==> config.mk <==
export PLATFORM = sky130hd
export DESIGN_NAME = fifo_burst_reader
export DESIGN_NICKNAME = d
export VERILOG_FILES = /design/src/rtl/fifo_pkg.sv /design/src/rtl/fifo_burst_reader_stream_out_reg.sv /design/src/rtl/fifo_burst_reader.sv
export SDC_FILE = /design/constraint.sdc
export NUM_CORES = 1
export LEC_CHECK = 0
export ABC_CLOCK_PERIOD_IN_PS = 2600
export BUFFER_PORTS_ARGS = -buffer_cell sky130_fd_sc_hd__buf_2
export CAP_MARGIN = 20
export CORE_ASPECT_RATIO = 1.1
export CORE_MARGIN = 2
export CORE_UTILIZATION = 43
export CTS_BUF_LIST = sky130_fd_sc_hd__clkbuf_8
export DETAILED_ROUTE_END_ITERATION = 10
export PLACE_DENSITY = 0.67
export SKIP_CTS_REPAIR_TIMING = 1
export SYNTH_ARGS = -nofsm -noshare
export SYNTH_HDL_FRONTEND = slang
export SYNTH_HIERARCHICAL = 1
export SYNTH_SLANG_ARGS = --single-unit
==> constraint.sdc <==
create_clock -name clk -period 2.6 [get_ports clk]
set_input_delay 0.39 -clock clk [delete_from_list [all_inputs] [get_ports clk]]
set_output_delay 0.39 -clock clk [all_outputs]
set_load 0.05 [all_outputs]
==> src/rtl/fifo_pkg.sv <==
// Shared definitions for the 16-bit show-ahead FIFO, its writer and its burst reader.
// Provides the word type and a helper that sizes beat counters.
package fifo_pkg;

    localparam int WORD_W = 16;

    typedef logic [WORD_W-1:0] word_t;

    // Counter width for a count running 0..n-1; never narrower than one bit.
    function automatic int beat_w(input int n);
        return (n > 1) ? $clog2(n) : 1;
    endfunction

endpackage

==> src/rtl/fifo_burst_reader_stream_out_reg.sv <==
// stream_out_reg: registered output stage of a valid/ready stream.
// Handshake: a beat transfers on a rising edge where valid & ready are both 1.
// While valid is 1 and ready is 0, data and last are held unchanged.
// The source may load only when the stage is free (!valid | ready).
module stream_out_reg
    import fifo_pkg::*;
#(
    parameter int WIDTH = WORD_W
) (
    input  logic             clk,
    input  logic             rst_n,
    input  logic             load,
    input  logic [WIDTH-1:0] load_data,
    input  logic             load_last,
    input  logic             ready,
    output logic [WIDTH-1:0] data,
    output logic             valid,
    output logic             last
);

    // Take a new beat when loaded; otherwise drop valid once the held beat is accepted.
    always_ff @(posedge clk or negedge rst_n) begin
        if (!rst_n) begin
            data  <= '0;
            valid <= 1'b0;
            last  <= 1'b0;
        end else if (load) begin
            data  <= load_data;
            valid <= 1'b1;
            last  <= load_last;
        end else if (ready) begin
            valid <= 1'b0;
        end
    end

endmodule

==> src/rtl/fifo_burst_reader.sv <==
// fifo_burst_reader: drains a show-ahead FIFO into a valid/ready stream framed
// into bursts of BURST_LEN beats with out_last on the final beat.
// One word waits in a hold register so the last flag is known when the beat
// moves to the output stage.
// Optional feature: define FIFO_BURST_READER_TIMEOUT_EN to close a partial
// burst after TIMEOUT idle cycles; without it partial bursts wait for data.
module fifo_burst_reader
    import fifo_pkg::*;
#(
    parameter int WIDTH     = WORD_W,
    parameter int BURST_LEN = 8,
    parameter int TIMEOUT   = 32
) (
    input  logic             clk,
    input  logic             rst_n,
    input  logic [WIDTH-1:0] fifo_rdata,
    input  logic             fifo_empty,
    output logic             fifo_ren,
    output logic [WIDTH-1:0] out_data,
    output logic             out_valid,
    input  logic             out_ready,
    output logic             out_last,
    output logic             busy
);

    localparam int            CW        = beat_w(BURST_LEN);
    localparam logic [CW-1:0] LAST_BEAT = CW'(BURST_LEN - 1);

    // Reject parameter values outside the supported range at elaboration.
    if (BURST_LEN < 2 || BURST_LEN > 256 || TIMEOUT < 2) begin : g_bad_param
        $error("fifo_burst_reader: BURST_LEN must be 2..256 and TIMEOUT at least 2");
    end

    logic [WIDTH-1:0] hold_data;
    logic             hold_valid;
    logic [CW-1:0]    beat_cnt;

    logic o_free;
    logic at_last;
    logic timeout_fire;
    logic release_beat;
    logic release_last;
    logic pop;

    assign o_free  = !out_valid | out_ready;
    assign at_last = (beat_cnt == LAST_BEAT);

`ifdef FIFO_BURST_READER_TIMEOUT_EN
    localparam int            TW        = beat_w(TIMEOUT);
    localparam logic [TW-1:0] TIMER_MAX = TW'(TIMEOUT - 1);

    logic [TW-1:0] timer;

    assign timeout_fire = hold_valid & fifo_empty & o_free & (timer == TIMER_MAX);

    // Idle timer: runs while a held word is starved of successors, restarts on any movement.
    always_ff @(posedge clk or negedge rst_n) begin
        if (!rst_n) begin
            timer <= '0;
        end else if (pop | release_beat) begin
            timer <= '0;
        end else if (hold_valid & fifo_empty & o_free) begin
            timer <= timer + 1'b1;
        end
    end
`else
    assign timeout_fire = 1'b0;
`endif

    // The held word moves on when the output stage is free and either the burst
    // ends on it, a successor word is available, or the idle timer expires.
    assign release_beat = hold_valid & o_free & (at_last | !fifo_empty | timeout_fire);

    // A release without a waiting successor can only be a timeout, which closes the burst.
    assign release_last = at_last | fifo_empty;

    // Pop whenever the hold register is empty or being vacated this cycle.
    // Gated by reset so a waiting FIFO is never drained while the block is held in reset.
    assign pop      = rst_n & !fifo_empty & (!hold_valid | release_beat);
    assign fifo_ren = pop;

    assign busy = hold_valid | out_valid;

    // Hold register: loads the popped word; empties when released with no refill.
    always_ff @(posedge clk or negedge rst_n) begin
        if (!rst_n) begin
            hold_data  <= '0;
            hold_valid <= 1'b0;
        end else if (pop) begin
            hold_data  <= fifo_rdata;
            hold_valid <= 1'b1;
        end else if (release_beat) begin
            hold_valid <= 1'b0;
        end
    end

    // Beat position within the current burst; wraps only on a released last beat.
    always_ff @(posedge clk or negedge rst_n) begin
        if (!rst_n) begin
            beat_cnt <= '0;
        end else if (release_beat) begin
            beat_cnt <= release_last ? '0 : beat_cnt + 1'b1;
        end
    end

    stream_out_reg #(
        .WIDTH(WIDTH)
    ) u_out (
        .clk      (clk),
        .rst_n    (rst_n),
        .load     (release_beat),
        .load_data(hold_data),
        .load_last(release_last),
        .ready    (out_ready),
        .data     (out_data),
        .valid    (out_valid),
        .last     (out_last)
    );

endmodule

==> results of run 1 <==
cell usage after synthesis:
library cell	n
or2_2	2
nand3_4	1
buf_6	2
a22o_2	1
a21o_2	1
mux2_4	9
ha_1	2
buf_12	1
inv_1	7
o221ai_1	1
nor2_1	3
nand3b_1	1
dfrtp_1	38
mux2_2	27
logic make-up (layout without fill, tap and decap cells):
kind of cell    count (synthesis)  in the layout
fa+ha+maj                       2              2
buf+inv                        10             54
compound gates                  3              3
mux                            36             36
flops                          38             38
simple gates                    7              7
sequential cells by signal, indices dropped and copies added, names as in the netlist:
signal	cells
beat_cnt	3
hold_data	16
hold_valid	1
u_out/data	16
u_out/last	1
u_out/valid	1
stage by stage:
stage                     hold WS [ns]  util (%)
after floorplan                 0.0944         -
after global placement           0.480      52.4
after detailed placement         0.487      52.4
after CTS                        0.214      54.8
after global routing             0.241      54.8
final                            0.196      54.8
worst max path at each step:
stage                startpoint              to  slack (ns)  cells after the start
finish              beat_cnt[0]   u_out/data[6]        0.37                      6
global route        beat_cnt[0]   u_out/data[6]        0.15                      6
CTS                 beat_cnt[0]   u_out/data[6]        0.33                      6
detailed placement  beat_cnt[0]   u_out/data[7]        0.35                      6
global placement    beat_cnt[0]   u_out/data[6]        0.49                      6
floorplan           beat_cnt[0]  u_out/data[10]        0.72                      7
cell type report:
| class | instances | area, um2 |
|---|---|---|
| Clock buffer | 6 | 82.6 |
| Fill cell | 322 | 1540 |
| Inverter | 7 | 26.3 |
| Multi-Input combinational cell | 48 | 541 |
| Sequential cell | 38 | 951 |
| Tap cell | 48 | 60.1 |
| Timing Repair Buffer | 41 | 210 |
routing by layer:
metal / vias to the layer above / global-route usage (%) / wire (um)
li1: 416 / - / -
met1: 441 / 17.6 / 1130
met2: 26 / 22.7 / 1230
met3: 2 / 6.13 / 138
met4: 0 / 6.38 / 20
met5: - / 0 / 0
power breakdown:
part           switching, mW  internal [mW]
sequential             0.114          0.801
clock                  0.178          0.204
combinational          0.680          0.343
==> reports/results.txt, run 1 <==
Worst R2R Start: beat_cnt[0]
ANT cells: 0
Drt wl/cell: 13.4 um
Total grt overflow: 0
Die Wd: 61.4 um
Buf/Inv on CP: 2
PwrDens: 1240 nW/um2
Setup violators final: 0
Worst-path clk slew: 0.06 ns
Drt total wl: 2.52 mm
MaxCap Viol Count: 0
Area Growth Syn to Fin: 19.9%
Vias after detailed routing: 885
Arrival @ worst endpoint: 2.39 ns
Die area: 4130 um2
Worst-skew pair later-pin latency: 0.28 ns
Setup ws final: 0.374 ns
CTS tree: built
Kind of capture point of the worst setup path: flip-flop
Post-route ant nets: 0
Post-synthesis mux area share: 28.1%
Post-DP HPWL: 1.76 mm
Post-Syn Area: 1560 um2
Critical R2R Capture: u_out/data[6]
Height of the die: 67.2 um
Std-Cell Rows: 22
Synth Area per Inst: 16.3 um2
Worst path slowest cell: o221ai_1
Worst hold-check path type: in2async
Synth cell types: 14
Period utilization: 85.6%
Worst Path Required: 2.76 ns
Number of buffers created by CTS: 5
Most used cell along the critical path: ha_1
DRC: 0
Clk sinks: 38
Number of antenna violations at the first check in global routing: 0
Top cell type's share of synthesized area: 60.9%
Total core area: 3410 um2
Overall global routing resource usage: 14.6%
Synth Warn #: 6
Layout cells sized above 1: 62.9%
CTS H-tree depth: 2
XOR/XNOR share of the synthesized area: 0%
IO Pins: 40
VDD IR-drop max: 674 uV
Slowest stage delay, CP: 0.42 ns
Final nets: 163
CP max FO: 12
Register area share after synthesis: 60.9%
Vias in the first global route: 943
Most frequent cells in the layout: 39 x buf_2, 38 x dfrtp_1, 27 x mux2_2
Synth top area cells: dfrtp_1 61%, mux2_2 19%, mux2_4 8.7%, inv_1 1.7%, ha_1 1.6%
R2r worst-path depth: 6
#FFs+latches synth: 38
Least-Margin Pin Slew: 0.491 ns
Final hold vios: 0
Post-Synth Adder-Cell Area: 1.60%
Worst rel slew slack: 67.3%
Flop2flop setup slack: 0.37 ns
Root Driver: clkbuf_8
Initial drt markers: 22
First-pass detailed-route iteration total: 4
Vias/cell: 4.71
Port Buffers: 39
Final slew viol count: 0
Simple-gate share of the synthesized area: 3.13%
CP cell instances: ha_1 > ha_1 > o221ai_1 > inv_1 > buf_4 > mux2_4
Place WS: 0.345 ns
Fmax: 0.449 GHz
Post-Place Cells: 182
Overall power: 2.32 mW
Largest net degree at the start of global routing: 40
Area after DPL: 1790 um2
Tmin final: 2.23 ns
GP Congestion: 0.640
Status: complete, no violations
CP top delay family: buffers and inverters
Commonest non-fill, non-tap cell in the layout: buf_2
Synth Area in Compound Gates: 1.76%
Global-route wire length before repair: 4.26 mm
Critical path launch point type: flip-flop
Initial Utilization: 45.7%
Crit Path Class: reg2reg
Lkg Pwr: 0.924 nW
Dominant cell type by area after synthesis: dfrtp_1
Largest family of logic cells by synthesized area: multiplexers
Final Instance Count excl. Fillers: 188
Setup Total Neg Slack: 0 ns
Mapped Cells: 96
Clock buffer depth: 2
Syn nets: 118
Fin Clk Skew: 0.00268 ns
RSZ-0062 raised after global routing: no
Final instance area: 1870 um2
(Power assumes the default switching activity.)
==> run 2: changes to the inputs <==
--- a/config.mk
+++ b/config.mk
@@ -11,8 +11,8 @@
 export CORE_ASPECT_RATIO = 1.1
 export CORE_MARGIN = 2
-export CORE_UTILIZATION = 43
+export CORE_UTILIZATION = 54
 export CTS_BUF_LIST = sky130_fd_sc_hd__clkbuf_8
 export DETAILED_ROUTE_END_ITERATION = 10
-export PLACE_DENSITY = 0.67
+export PLACE_DENSITY = 0.81
 export SKIP_CTS_REPAIR_TIMING = 1
 export SYNTH_ARGS = -nofsm -noshare
==> constraint.sdc (replaced) <==
create_clock -name clk -period 2.6 [get_ports clk]
set_input_delay 0.39 -clock clk [delete_from_list [all_inputs] [get_ports clk]]
set_output_delay 0.39 -clock clk [all_outputs]
set_load 0.02 [all_outputs]
==> run 2 against run 1 <==
Against the previous run:
- final cell count decreased by 8.0%
- register-to-register slack got worse by 0.11 ns
- wire length increased by 5.7%
- worst hold slack improved by 0.0042 ns
- global-route usage increased by 4.3 points
- non-clock buffer count decreased by 1
- die area decreased by 19%
- largest cell class unchanged
==> reports/results.txt, run 2 (synthesis gave the netlist of run 1 again) <==
Status: complete, no violations
IO Pins: 40
Area Growth Syn to Fin: 17.8%
Worst-path clk slew: 0.07 ns
Post-route ant nets: 0
M2 GR Usage: 30.8%
Worst rel slew slack: 44.9%
Global-route wire length before repair: 4.57 mm
GR Util met3: 8.10%
Most used cell along the critical path: ha_1
Setup Total Neg Slack: 0 ns
Period utilization: 89.7%
Drt total wl: 2.66 mm
Tmin final: 2.33 ns
MaxCap Viol Count: 0
Total grt overflow: 0
Fin Clk Skew: 0.00554 ns
ANT cells: 0
WHS: 0.200 ns
Post-DP HPWL: 1.91 mm
Number of buffers created by CTS: 5
GR Util met1: 22.0%
DRC: 0
CP cell instances: ha_1 > ha_1 > o221ai_1 > inv_1 > mux2_4
GP Congestion: 0.686
First-pass detailed-route iteration total: 4
CTS tree: built
CP top delay family: buffers and inverters
Slowest stage delay, CP: 0.52 ns
Number of antenna violations at the first check in global routing: 0
Buf/Inv on CP: 1
Vias in the first global route: 965
Final hold vios: 0
Worst Path Required: 2.77 ns
Biggest registers after layout: hold_data (16), u_out/data (16), beat_cnt (3)
Lkg Pwr: 0.923 nW
PwrDens: 1070 nW/um2
Vias after detailed routing: 880
Crit Path Class: reg2reg
Worst hold-check path type: in2async
Most frequent cells in the layout: 39 x buf_2, 38 x dfrtp_1, 27 x mux2_2
Final instance area: 1840 um2
Final nets: 162
Height of the die: 60.4 um
Drt wl/cell: 15.4 um
Die Wd: 55.3 um
Layout cells sized above 1: 61.4%
CTS H-tree depth: 2
Largest net degree at the start of global routing: 40
Initial Utilization: 56.7%
Setup ws final: 0.267 ns
Vias/cell: 5.09
Total core area: 2750 um2
Root Driver: clkbuf_8
Critical path launch point type: flip-flop
Fmax: 0.429 GHz
Worst-skew pair later-pin latency: 0.28 ns
CP max FO: 18
Place WS: 0.212 ns
Initial drt markers: 19
Clock buffer depth: 2
Worst path slowest cell: inv_1
Overall global routing resource usage: 18.9%
RSZ-0062 raised after global routing: no
Kind of capture point of the worst setup path: flip-flop
Least-Margin Pin Slew: 0.826 ns
Setup violators final: 0
Clk sinks: 38
Std-Cell Rows: 20
Die area: 3340 um2
Final slew viol count: 0
Arrival @ worst endpoint: 2.50 ns
GR peak layer: met2
VDD IR-drop max: 691 uV
Area after DPL: 1760 um2
Port Buffers: 39
Commonest non-fill, non-tap cell in the layout: buf_2
==> run 2: power breakdown <==
group	switching, mW	total (mW)	internal [mW]	leakage (nW)
combinational	0.352	0.693	0.340	0.426
clock	0.184	0.360	0.176	0.0466
sequential	0.121	0.923	0.801	0.450
==> run 2: metal layers <==
metal	vias up	routed length, um
li1	415	-
met1	430	1140
met2	30	1320
met3	5	159
met4	0	45
met5	-	0
==> run 2: stage by stage <==
step	cells	power [mW]	utilization, %
after floorplan	96	1.41	-
after global placement	166	1.60	64.0
after detailed placement	166	1.64	64.0
after CTS	173	2.01	66.8
after global routing	173	2.11	66.8
final	173	1.98	66.8
==> run 2: worst paths after layout <==
check,start,endpoint,slack [ns],depth (start not counted)
worst max-delay path,beat_cnt[0],u_out/data[11],0.27,5
worst min-delay path,rst_n,hold_data[12],0.20,2
worst max register to register,beat_cnt[0],u_out/data[11],0.27,5
worst min register to register,hold_data[14],hold_data[14],0.50,1
max in group asynchronous,rst_n,u_out/last,2.07,2
min in group clk,fifo_rdata[15],hold_data[15],0.33,2
==> run 2: final cells by class <==
type / count / area (um2)
Sequential cell: 38 / 951
Fill cell: 235 / 915
Multi-Input combinational cell: 48 / 541
Timing Repair Buffer: 40 / 203
Clock buffer: 5 / 68.8
Tap cell: 33 / 41.3
Inverter: 7 / 26.3
Clock inverter: 2 / 7.51
==> run 3: changes to the inputs <==
Settings changed: ABC_AREA from default to 1.
==> run 3 against run 2 <==
Against the previous run:
- combinational power decreased by 8.4%
- core utilization increased by 0.98 points
- die area is 1.9% higher
- non-clock buffer count stayed put
- highest routed layer unchanged
==> reports/results.txt, run 3 <==
Multi-input gate area: 539 um2
Largest net degree at the start of global routing: 39
Worst rel slew slack: 55.7%
Die Wd: 55.8 um
Area Growth Syn to Fin: 18.2%
Area after DPL: 1770 um2
Largest family of logic cells by synthesized area: simple AND/OR/NAND/NOR gates
Post-synth EDFFs: 0
Crit Path Class: reg2out
Number of buffers created by CTS: 5
Post-Synth Adder-Cell Area: 1.57%
Post-synth top cells: 92 x nand2_1, 38 x dfrtp_1, 18 x nand3_1, 6 x inv_1, 3 x nand2_2
Port Buffers: 39
Initial drt markers: 27
Simple-gate share of the synthesized area: 31.7%
ANT cells: 0
Final hold vios: 0
CP cell instances: ha_1 > ha_1 > inv_1 > nand2_1 > nand3_4 > nand2_4 > nand2_4 > inv_1 > buf_2
Mapped Cells: 174
Total grt overflow: 0
Syn nets: 196
Least-Margin Pin Slew: 0.663 ns
RSZ-0062 raised after global routing: no
CTS H-tree depth: 2
Biggest registers after layout: hold_data (16), u_out/data (16), beat_cnt (3)
Drt total wl: 3.14 mm
MaxCap Viol Count: 0
Number of antenna violations at the first check in global routing: 0
Status: complete, no violations
Setup violators final: 0
Commonest non-fill, non-tap cell in the layout: nand2_1
Drt wl/cell: 12.6 um
Clock buffer depth: 2
Dominant cell type by area after synthesis: dfrtp_1
Synth cell types: 18
Vias after detailed routing: 1260
Root Driver: clkbuf_8
Std-Cell Rows: 20
Critical path launch point type: flip-flop
Layout cells sized above 1: 26.4%
Final Instance Count excl. Fillers: 249
Initial Utilization: 57.3%
Kind of capture point of the worst setup path: output pin
Synth top area cells: dfrtp_1 60%, nand2_1 22%, nand3_1 5.7%, ha_1 1.6%, buf_6 1.4%
#FFs+latches synth: 38
Fillcell total: 217
Worst hold-check path type: in2async
Worst-skew pair later-pin latency: 0.29 ns
Height of the die: 60.9 um
Overall power: 2.04 mW
Post-route ant nets: 0
Total core area: 2780 um2
DRC: 0
Arrival @ worst endpoint: 1.96 ns
Post-DP HPWL: 2.20 mm
Worst path slowest cell: dfrtp_1
Slowest stage delay, CP: 0.40 ns
Final nets: 237
Most frequent cells in the layout: 92 x nand2_1, 39 x buf_2, 38 x dfrtp_1
Share of flip-flops with an asynchronous set or reset: 100%
Global-route wire length before repair: 5.29 mm
Setup Total Neg Slack: 0 ns
Worst-path clk slew: 0.07 ns
Vias in the first global route: 1207
WHS: 0.167 ns
Synth Warn #: 6
Flip-flop and latch area: 951 um2
Predominant post-synthesis flop cell: dfrtp_1
Final instance area: 1880 um2
CTS tree: built
Worst Path Required: 2.21 ns
PwrDens: 1080 nW/um2
XOR/XNOR share of the synthesized area: 0%
Tmin final: 2.35 ns
Post-Place Cells: 241
First-pass detailed-route iteration total: 4
VDD IR-drop max: 592 uV
Register area share after synthesis: 59.7%
Fin Clk Skew: 0.00667 ns
Final slew viol count: 0
Lkg Pwr: 1.11 nW
GP Congestion: 0.778
Period utilization: 90.3%
Vias/cell: 5.06
Top cell type's share of synthesized area: 59.7%
Die area: 3400 um2
CP max FO: 18
IO Pins: 40
Fmax: 0.426 GHz
Overall global routing resource usage: 20.8%
Clk sinks: 38
Post-synthesis mux area share: 0%
Post-Syn Area: 1590 um2
Most frequent cell after synthesis: nand2_1
Synth Area per Inst: 9.15 um2
Synth Area in Compound Gates: 0.629%
-- run 3: through the flow --
stage / utilization (%) / setup slack [ns]
floorplan: - / 0.806
global placement: 63.8 / 0.666
detailed placement: 63.8 / 0.578
CTS: 67.7 / 0.260
global route: 67.7 / 0.111
finish: 67.7 / 0.251
-- run 3: layer usage --
layer	wire length, um	GRT usage, %	vias up
li1	-	-	623
met3	170	5.54	8
met5	0	0	-
met4	78	10.5	0
met2	1520	35.2	39
met1	1370	25.0	590
-- run 3: cell type report --
cell class / count / share of cell area (%)
repair buffers: 40 / 10.8
flip-flops and latches: 38 / 50.5
multi-input cells: 122 / 28.7
clock buffers: 8 / 5.85
well taps: 33 / 2.19
inverters: 8 / 1.99
-- run 3: final timing paths --
| check | end | startpoint | cells past startpoint | slack [ns] |
|---|---|---|---|---|
| worst max-delay path | fifo_ren | beat_cnt[0] | 9 | 0.25 |
| worst min-delay path | u_out/data[15] | rst_n | 2 | 0.17 |
| worst max register to register | u_out/data[3] | beat_cnt[0] | 9 | 0.68 |
| worst min register to register | u_out/last | u_out/last | 2 | 0.47 |
| max in group asynchronous | u_out/data[5] | rst_n | 2 | 2.10 |
| min in group clk | hold_data[3] | fifo_rdata[3] | 3 | 0.33 |
-- run 3: worst max-delay path, delay by kind of cell, from the launching register on --
kind | cells | cell delay [ns]
and+or+nand+nor | 4 | 0.56
DFF | 1 | 0.40
adders and majority gates | 2 | 0.39
buffers and inverters | 3 | 0.30
-- run 3: cells by family after synthesis --
| kind of cell | Yosys count |
|---|---|
| adders and majority gates | 2 |
| AOI/OAI and AO/OA | 2 |
| DFF | 38 |
| and+or+nand+nor | 118 |
| buffers and inverters | 14 |
-- run 3: power by group --
part | leakage [nW] | internal [mW] | total (mW) | switching (mW)
clock network | 0.0575 | 0.268 | 0.463 | 0.195
logic | 0.575 | 0.215 | 0.635 | 0.420
registers | 0.479 | 0.812 | 0.941 | 0.130
